File: config.mk
export PLATFORM = sky130hd
export DESIGN_NAME = bus_drive_arbiter
export DESIGN_NICKNAME = d
export VERILOG_FILES = /design/src/rtl/bus_drive_arbiter_pkg.sv /design/src/rtl/bus_drive_arbiter_rr_pick.sv /design/src/rtl/bus_drive_arbiter.sv
export SDC_FILE = /design/constraint.sdc
export NUM_CORES = 1
export LEC_CHECK = 0
export CORE_MARGIN = 2
export CORE_UTILIZATION = 40
export CTS_BUF_LIST = sky130_fd_sc_hd__clkbuf_4
export DETAILED_ROUTE_END_ITERATION = 6
export GPL_TIMING_DRIVEN = 0
export SKIP_CTS_REPAIR_TIMING = 1
export SLEW_MARGIN = 20
export SYNTH_ARGS = -nofsm -noshare
export SYNTH_HDL_FRONTEND = slang
export SYNTH_SLANG_ARGS = --single-unit
File: constraint.sdc
create_clock -name clk -period 5.93 [get_ports clk]
set_input_delay 1.4825 -clock clk [delete_from_list [all_inputs] [get_ports clk]]
set_output_delay 1.4825 -clock clk [all_outputs]
set_load 0.02 [all_outputs]
File: src/rtl/bus_drive_arbiter_pkg.sv
// Shared definitions for the tri-state bus arbiter: FSM states and the
// high-Z control polarity of the downstream bus buffers.
package bus_drive_arbiter_pkg;

    typedef enum logic [1:0] {
        IDLE = 2'd0,
        OWN  = 2'd1,
        TURN = 2'd2
    } arb_state_t;

    // Buffer switch polarity: a 1 on the control pin floats the output.
    localparam logic HIZ_ON  = 1'b1;
    localparam logic HIZ_OFF = 1'b0;

endpackage

File: src/rtl/bus_drive_arbiter_rr_pick.sv
// Combinational round-robin selector: first set req bit at or after 'start',
// wrapping modulo NREQ. NREQ need not be a power of two.
module rr_pick #(
    parameter  int unsigned NREQ = 4,
    localparam int unsigned IDW  = (NREQ > 1) ? $clog2(NREQ) : 1
) (
    input  logic [NREQ-1:0] req,
    input  logic [IDW-1:0]  start,
    output logic [NREQ-1:0] winner,
    output logic [IDW-1:0]  winner_id,
    output logic            any_req
);

    always_comb begin
        logic           found;
        int unsigned    cand;
        logic [IDW-1:0] idx;
        winner    = '0;
        winner_id = '0;
        any_req   = |req;
        found     = 1'b0;
        cand      = 0;
        idx       = '0;
        for (int unsigned i = 0; i < NREQ; i++) begin
            cand = int'(start) + i;
            if (cand >= NREQ)
                cand = cand - NREQ;
            idx = IDW'(cand);
            if (!found && req[idx]) begin
                found          = 1'b1;
                winner[idx]    = 1'b1;
                winner_id      = idx;
            end
        end
    end

endmodule

File: src/rtl/bus_drive_arbiter.sv
// Round-robin owner of a shared tri-state bus with bounded hold time and a
// one-cycle all-Z turnaround between owners. All outputs are registered.
module bus_drive_arbiter
    import bus_drive_arbiter_pkg::*;
#(
    parameter  int unsigned NREQ     = 4,
    parameter  int unsigned MAX_HOLD = 8,
    localparam int unsigned IDW      = $clog2(NREQ)
) (
    input  logic            clk,
    input  logic            rst_n,
    input  logic [NREQ-1:0] req,
    output logic [NREQ-1:0] grant,
    output logic [NREQ-1:0] hiz,
    output logic [IDW-1:0]  owner_id,
    output logic            bus_busy
);

    localparam int unsigned HCW = $clog2(MAX_HOLD);
    localparam logic [HCW-1:0] HOLD_MAX = HCW'(MAX_HOLD - 1);

    arb_state_t      state;
    logic [HCW-1:0]  hold_cnt;
    logic [IDW-1:0]  start_id;
    logic [NREQ-1:0] pick;
    logic [IDW-1:0]  pick_id;
    logic            any_req;
    logic            owner_req;
    logic            others_pending;
    logic            release_bus;

    // Search begins just past the current/last owner, so a previous owner
    // only wins again when nobody else is asking.
    always_comb begin
        start_id = (owner_id == IDW'(NREQ - 1)) ? '0 : owner_id + 1'b1;
    end

    rr_pick #(.NREQ(NREQ)) u_pick (
        .req       (req),
        .start     (start_id),
        .winner    (pick),
        .winner_id (pick_id),
        .any_req   (any_req)
    );

    always_comb begin
        owner_req      = |(req & grant);
        others_pending = |(req & ~grant);
        release_bus    = !owner_req || (hold_cnt == HOLD_MAX && others_pending);
    end

    always_ff @(posedge clk or negedge rst_n) begin
        if (!rst_n) begin
            state    <= IDLE;
            grant    <= '0;
            hiz      <= {NREQ{HIZ_ON}};
            owner_id <= IDW'(NREQ - 1);
            bus_busy <= 1'b0;
            hold_cnt <= '0;
        end else begin
            case (state)
                IDLE, TURN: begin
                    if (any_req) begin
                        state    <= OWN;
                        grant    <= pick;
                        hiz      <= ~pick;
                        owner_id <= pick_id;
                        bus_busy <= 1'b1;
                        hold_cnt <= '0;
                    end else begin
                        state    <= IDLE;
                        grant    <= '0;
                        hiz      <= {NREQ{HIZ_ON}};
                        bus_busy <= 1'b0;
                    end
                end
                OWN: begin
                    if (release_bus) begin
                        state    <= TURN;
                        grant    <= '0;
                        hiz      <= {NREQ{HIZ_ON}};
                        bus_busy <= 1'b0;
                    end else if (hold_cnt != HOLD_MAX) begin
                        hold_cnt <= hold_cnt + 1'b1;
                    end
                end
                default: begin
                    state    <= IDLE;
                    grant    <= '0;
                    hiz      <= {NREQ{HIZ_ON}};
                    bus_busy <= 1'b0;
                    hold_cnt <= '0;
                end
            endcase
        end
    end

endmodule
* Word-level counts from Yosys, hierarchy flattened
Index checks and enable logic that the tools add are counted.
** Word-level totals
- Output and inout bits :: 11
- Word-level logic and storage cells :: 111
- Flip-flop bits (word level) :: 16
** Cells by class
- Add/subtract/negate cells :: 9
- Equality and inequality tests :: 9
- Multiplexer cells :: 48
- Reduce and logical (&&, ||, !) cells :: 20
- Bitwise logic cells :: 7
- $lt $le $gt $ge :: 12
** Operators by type and width (number)
- $mux W4 :: 8
- $mux W2 :: 10
- $pmux W4 S2 :: 2
- $mux W1 :: 14
- $lt A2 B3 Y1 const B :: 4
- $or A4 B4 Y4 :: 3
- $reduce_or A4 Y1 :: 3
- $ge A3 B3 Y1 const B :: 3
- $mux W3 :: 3
- $and A4 B4 Y4 :: 2
- $bmux W1 S2 :: 4
- $demux W1 S2 :: 4
- $ge A2 B1 Y1 const B :: 4
- $logic_and A1 B1 Y1 :: 8
- $ne A2 B2 Y1 const B :: 4
- $not A4 Y4 :: 2
- $sub A2 B1 Y2 const B :: 4
- $add A2 B2 Y3 const B :: 2
- $pmux W3 S2 :: 1
- $eq A2 B2 Y1 const B :: 2
- $logic_not A1 Y1 :: 4
- $pmux W2 S2 :: 1
- $add A2 B1 Y3 const B :: 1
- $add A3 B1 Y3 const B :: 1
- other kinds (11) :: 11

* Longest topological paths before layout
- Depth in word-level cells :: 19
- Gate-level depth with buffers :: 9
- Mapped depth without buffers :: 7

* Hierarchy
From an unflattened synthesis, not the netlist that was laid out.
** Second synthesis, totals
- Cell total of the unflattened synthesis :: 103
- Area, all modules :: 1117.3 um2
** Modules (own cells, without submodules)
- bus_drive_arbiter :: cells each 54, times used 1, area an instance 705.7 um2, sequential area each 382.9 um2
- rr_pick :: cells each 49, times used 1, area an instance 411.6 um2, sequential area each 0.0 um2

* Least setup slack after synthesis
OpenSTA, ideal clock, no wires.
- Path type :: input to register
- Start point :: input port req[2]
- End point :: register hiz[0]
- Stages :: 5
- Slack :: 3.023 ns
- Path buffers :: 0
- Setup time :: 0.079 ns
- Data arrival time :: 2.829 ns
- Cell sequence :: or3b_4 and2_4 a222oi_1 nand4_1 a41o_1
** Between the ends
- Word-level cells in the longest chain between the ends :: 15
- Elaborated cells on any way between the ends :: 36
** Ends and longest elaborated chain
- start, declared :: line bus_drive_arbiter.sv:12 : input logic [NREQ-1:0] req,
- $bmux W1 S2 :: line bus_drive_arbiter_rr_pick.sv:29 : if (!found && req[idx]) begin
- $mux W1 (implied by the code) :: line bus_drive_arbiter_rr_pick.sv:29
- $mux W1 :: line bus_drive_arbiter_rr_pick.sv:29
- $logic_not A1 Y1 :: line bus_drive_arbiter_rr_pick.sv:29
- $logic_and A1 B1 Y1 :: line bus_drive_arbiter_rr_pick.sv:29
- $mux W1 :: line bus_drive_arbiter_rr_pick.sv:29
- $logic_not A1 Y1 :: line bus_drive_arbiter_rr_pick.sv:29
- $logic_and A1 B1 Y1 :: line bus_drive_arbiter_rr_pick.sv:29
- $mux W1 :: line bus_drive_arbiter_rr_pick.sv:29
- $logic_not A1 Y1 :: line bus_drive_arbiter_rr_pick.sv:29
- $logic_and A1 B1 Y1 :: line bus_drive_arbiter_rr_pick.sv:29
- $mux W4 :: line bus_drive_arbiter_rr_pick.sv:29
- $not A4 Y4 :: line bus_drive_arbiter.sv:66 : hiz <= ~pick;
- $mux W4 :: line bus_drive_arbiter.sv:63 : if (any_req) begin
- $pmux W4 S2 :: line bus_drive_arbiter.sv:61 : case (state)
- end signal, assigned :: line bus_drive_arbiter.sv:56 : hiz <= {NREQ{HIZ_ON}};
- end signal, assigned :: line bus_drive_arbiter.sv:66
- end signal, assigned :: line bus_drive_arbiter.sv:73 : hiz <= {NREQ{HIZ_ON}};
- end, declared :: line bus_drive_arbiter.sv:14 : output logic [NREQ-1:0] hiz,
Several ways; a longest one is shown, not always the timed one. The select of a mux whose other input is x is not followed.
A chain may end at the register's enable or synchronous reset.

* Worst setup path after layout
Same ends and word-level chain as after synthesis.

==> metrics.csv <==
stage;metric;value;unit
status;status;complete, but fails checks;
status;violations;design-rule violations;
critical_path;worstRegToRegCells;8;
synth;synthCells;130;
synth;netlist_area;0.00120;sq mm
synth;ys_ff_latch;15;
routing;wl_per_cell;17.0;um
grt;met3_usage;4.84;%
critical_path;required;6.14;ns
finish;drive_above_1_share;12.7;%
routing;drtIter0Drc;38;
sta;tightest_slew;0.764;ns
placed_design;numPortBuffers;16;
synth;synth_async_sr_flop_share;100;%
grt;grt_pass1_wl;5130;um
synth;netlist_top_cells_count;a21oi_1, dfrtp_1, ha_1, nor2_1, nand2_1;
clocking;clk_pin_slew;0.09;ns
flow_run;max_cap_viol_count;0;
placed_design;hpwl;2340;um
grt;antenna_found_initial;0;
pwr;power.leakage;0.605;nW
critical_path;rrSetupSlack;2.95;ns
critical_path;start_kind;input port;
sta;hold_violations;0;
grt;use_met2;30.8;%
routing;drcViolationCount;3;
synth;synth_area_per_cell;9.21;sq um
sta;setup_violations;0;
pwr;powerDensity;583;mW/mm^2
finish;final_util;50.8;%
pwr;vdd_drop_max;233;uV
critical_path;crit_type;in -> reg;
clocking;numCtsBuffers;3;
finish;register_area;383;sq um
clocking;clockBufferDepth;2;
synth;synth_ff_type;dfrtp_1;
finish;design_area;0.00143;sq mm
die;pin_count;17;
finish;areaGrowthSynthToFinish;19.1;%
grt;grt_max_degree;16;
synth;synthesis.nets;145;
grt;grt.busiest_layer;met2;
sta;rsz0062_at_grt;no;
critical_path;crit_end;hiz[0];
routing;vias;1123;
sta;whs;0.528;ns
sta;fin_crit_sh;60.6;%
die;coreArea;0.00281;sq mm
grt;grt_pass1_vias;1084;
grt;grt_use_total;19.6;%
critical_path;cp-startpoint;req[2];
critical_path;crit_path_end_kind;flop;
grt;grt-ovfl-total;0;
placed_design;routabilityCongestion;0.918;
finish;multi_input_area;781;sq um
routing;routed_via_density;6.20;
min_path;hold_class;reg -> reg;
routing;first_pass_iters;6;
synth;synth_top_area_cell;dfrtp_1;
die;design.die.area;0.00345;sq mm
synth;synthTopCellsByArea;dfrtp_1, dfstp_2, ha_1;
clocking;cts_root_buf;clkbuf_4;
finish;fillCellCount;298;
sta;relSlewSlack;49.0;%
finish;antenna_cells;0;
clocking;cts-htree-levels;1;
sta;finalMaxSlewViolations;0;
routing;drt-total-wl;3080;um
synth;yosysWarnings;0;
finish;num-nets-final;166;
clocking;cts_tree;done;
grt;met1_usage;27.1;%
critical_path;r2r-end;hiz[0];
die;rows;19;
critical_path;crit-reg2reg-launch;owner_id[0];
sta;post-route-min-period;3.59;ns
placed_design;placedInstanceArea;0.00140;sq mm
clocking;worstSkewPairLatency;0.28;ns
die;die_h;58.7;um
critical_path;cp_max_fo;6;
die;start_util;42.7;%
critical_path;cp_data_arrival_time;3.80;ns
routing;ant_nets;0;
placed_design;pre_cts_ws;2.10;ns
clocking;numClockSinks;15;
die;fp.dieW;58.7;um
synth;yosys.area.top_type_share;18.8;%
synth;synth_edf_count;0;
sta;setup_tns;0;ns
sta;max_freq;278;MHz
sta;finalWorstSetupSlack;2.34;ns
sta;finClkSkew;0.00982;ns
synth;synth.distinct_cells;51;
synth;seq_area_frac_synth;32.0;%
## power breakdown
part           internal [W]  switching [W]
Combinational      0.000237       0.000346
Clock             0.0000307      0.0000311
Sequential         0.000151      0.0000364
Total              0.000419       0.000414
## how the worst min path moves through the flow
| stage | start | end | slack (ns) | cells past startpoint |
|---|---|---|---|---|
| 4_1_cts | hold_cnt[1] | hold_cnt[1] | 0.52 | 1 |
| 6_report | hold_cnt[1] | hold_cnt[1] | 0.53 | 1 |
| 2_1_floorplan | hold_cnt[1] | hold_cnt[1] | 0.47 | 1 |
| 3_3_place_gp | hold_cnt[2] | hold_cnt[2] | 0.49 | 1 |
| 3_5_place_dp | hold_cnt[1] | hold_cnt[1] | 0.50 | 1 |
| 5_1_grt | hold_cnt[1] | hold_cnt[1] | 0.55 | 1 |
## layout by cell type, fill, tap and decap left out, types with 2 or more instances in the layout
cell type         n
nand2_1           8
o21ai_1           2
o21a_1            2
a221oi_1          2
clkbuf_4          4
o221ai_1          2
ha_1              9
dfstp_2           6
dfrtp_1           9
a22oi_1           3
o21ai_0           6
and4_1            2
a21oi_1           9
nand2b_1          2
a41o_1            2
a22o_1            2
nor2_1            9
nand3_1           6
nor2b_1           5
inv_1             3
mux2_2            3
nand4_1           2
or2_1             2
clkbuf_1          2
o211ai_1          3
clkdlybuf4s50_1  16
a41oi_1           3
## metrics by stage
step	total power, W	instances
final	0.000832	181
after global routing	0.000905	181
after CTS	0.000828	181
after detailed placement	0.000761	177
after global placement	0.000755	177
after floorplan	0.000596	130
## critical path: stages
cell and delay (ns):
clkdlybuf4s50_1 0.55, or3b_4 0.44, and2_4 0.17, a222oi_1 0.61, nand4_1 0.25, a41o_1 0.30
## cell type report
cell class	instances	share of cell area [%]
well taps	31	2.72
repair buffers	16	11.2
plain buffers	4	1.58
clock buffers	4	2.11
flip-flops and latches	15	26.8
multi-input cells	108	54.7
inverters	3	0.789
## kinds of logic (layout without fill, tap and decap cells)
| family | after synthesis | after routing | synth area share, % |
|---|---|---|---|
| muxes | 4 | 4 | 3.66 |
| DFF | 15 | 15 | 32.0 |
| and+or+nand+nor | 45 | 45 | 21.1 |
| adders and majority gates | 9 | 9 | 9.40 |
| buffers and inverters | 7 | 27 | 2.82 |
| AOI/OAI and AO/OA | 50 | 50 | 31.0 |
## metal layers
| layer | routed length (um) | vias to the layer above | share of wire, % |
|---|---|---|---|
| met5 | 0 | - | 0 |
| met4 | 10 | 0 | 0.33 |
| met3 | 248 | 2 | 8.1 |
| met2 | 1360 | 42 | 44 |
| met1 | 1460 | 525 | 47 |
| li1 | - | 554 | - |
## registers in the layout, indices dropped and copies added, names as in the netlist
name	cells
grant	4
hiz	4
hold_cnt	3
owner_id	2
state	2
No activity file was read; power rests on OpenSTA's default activity.
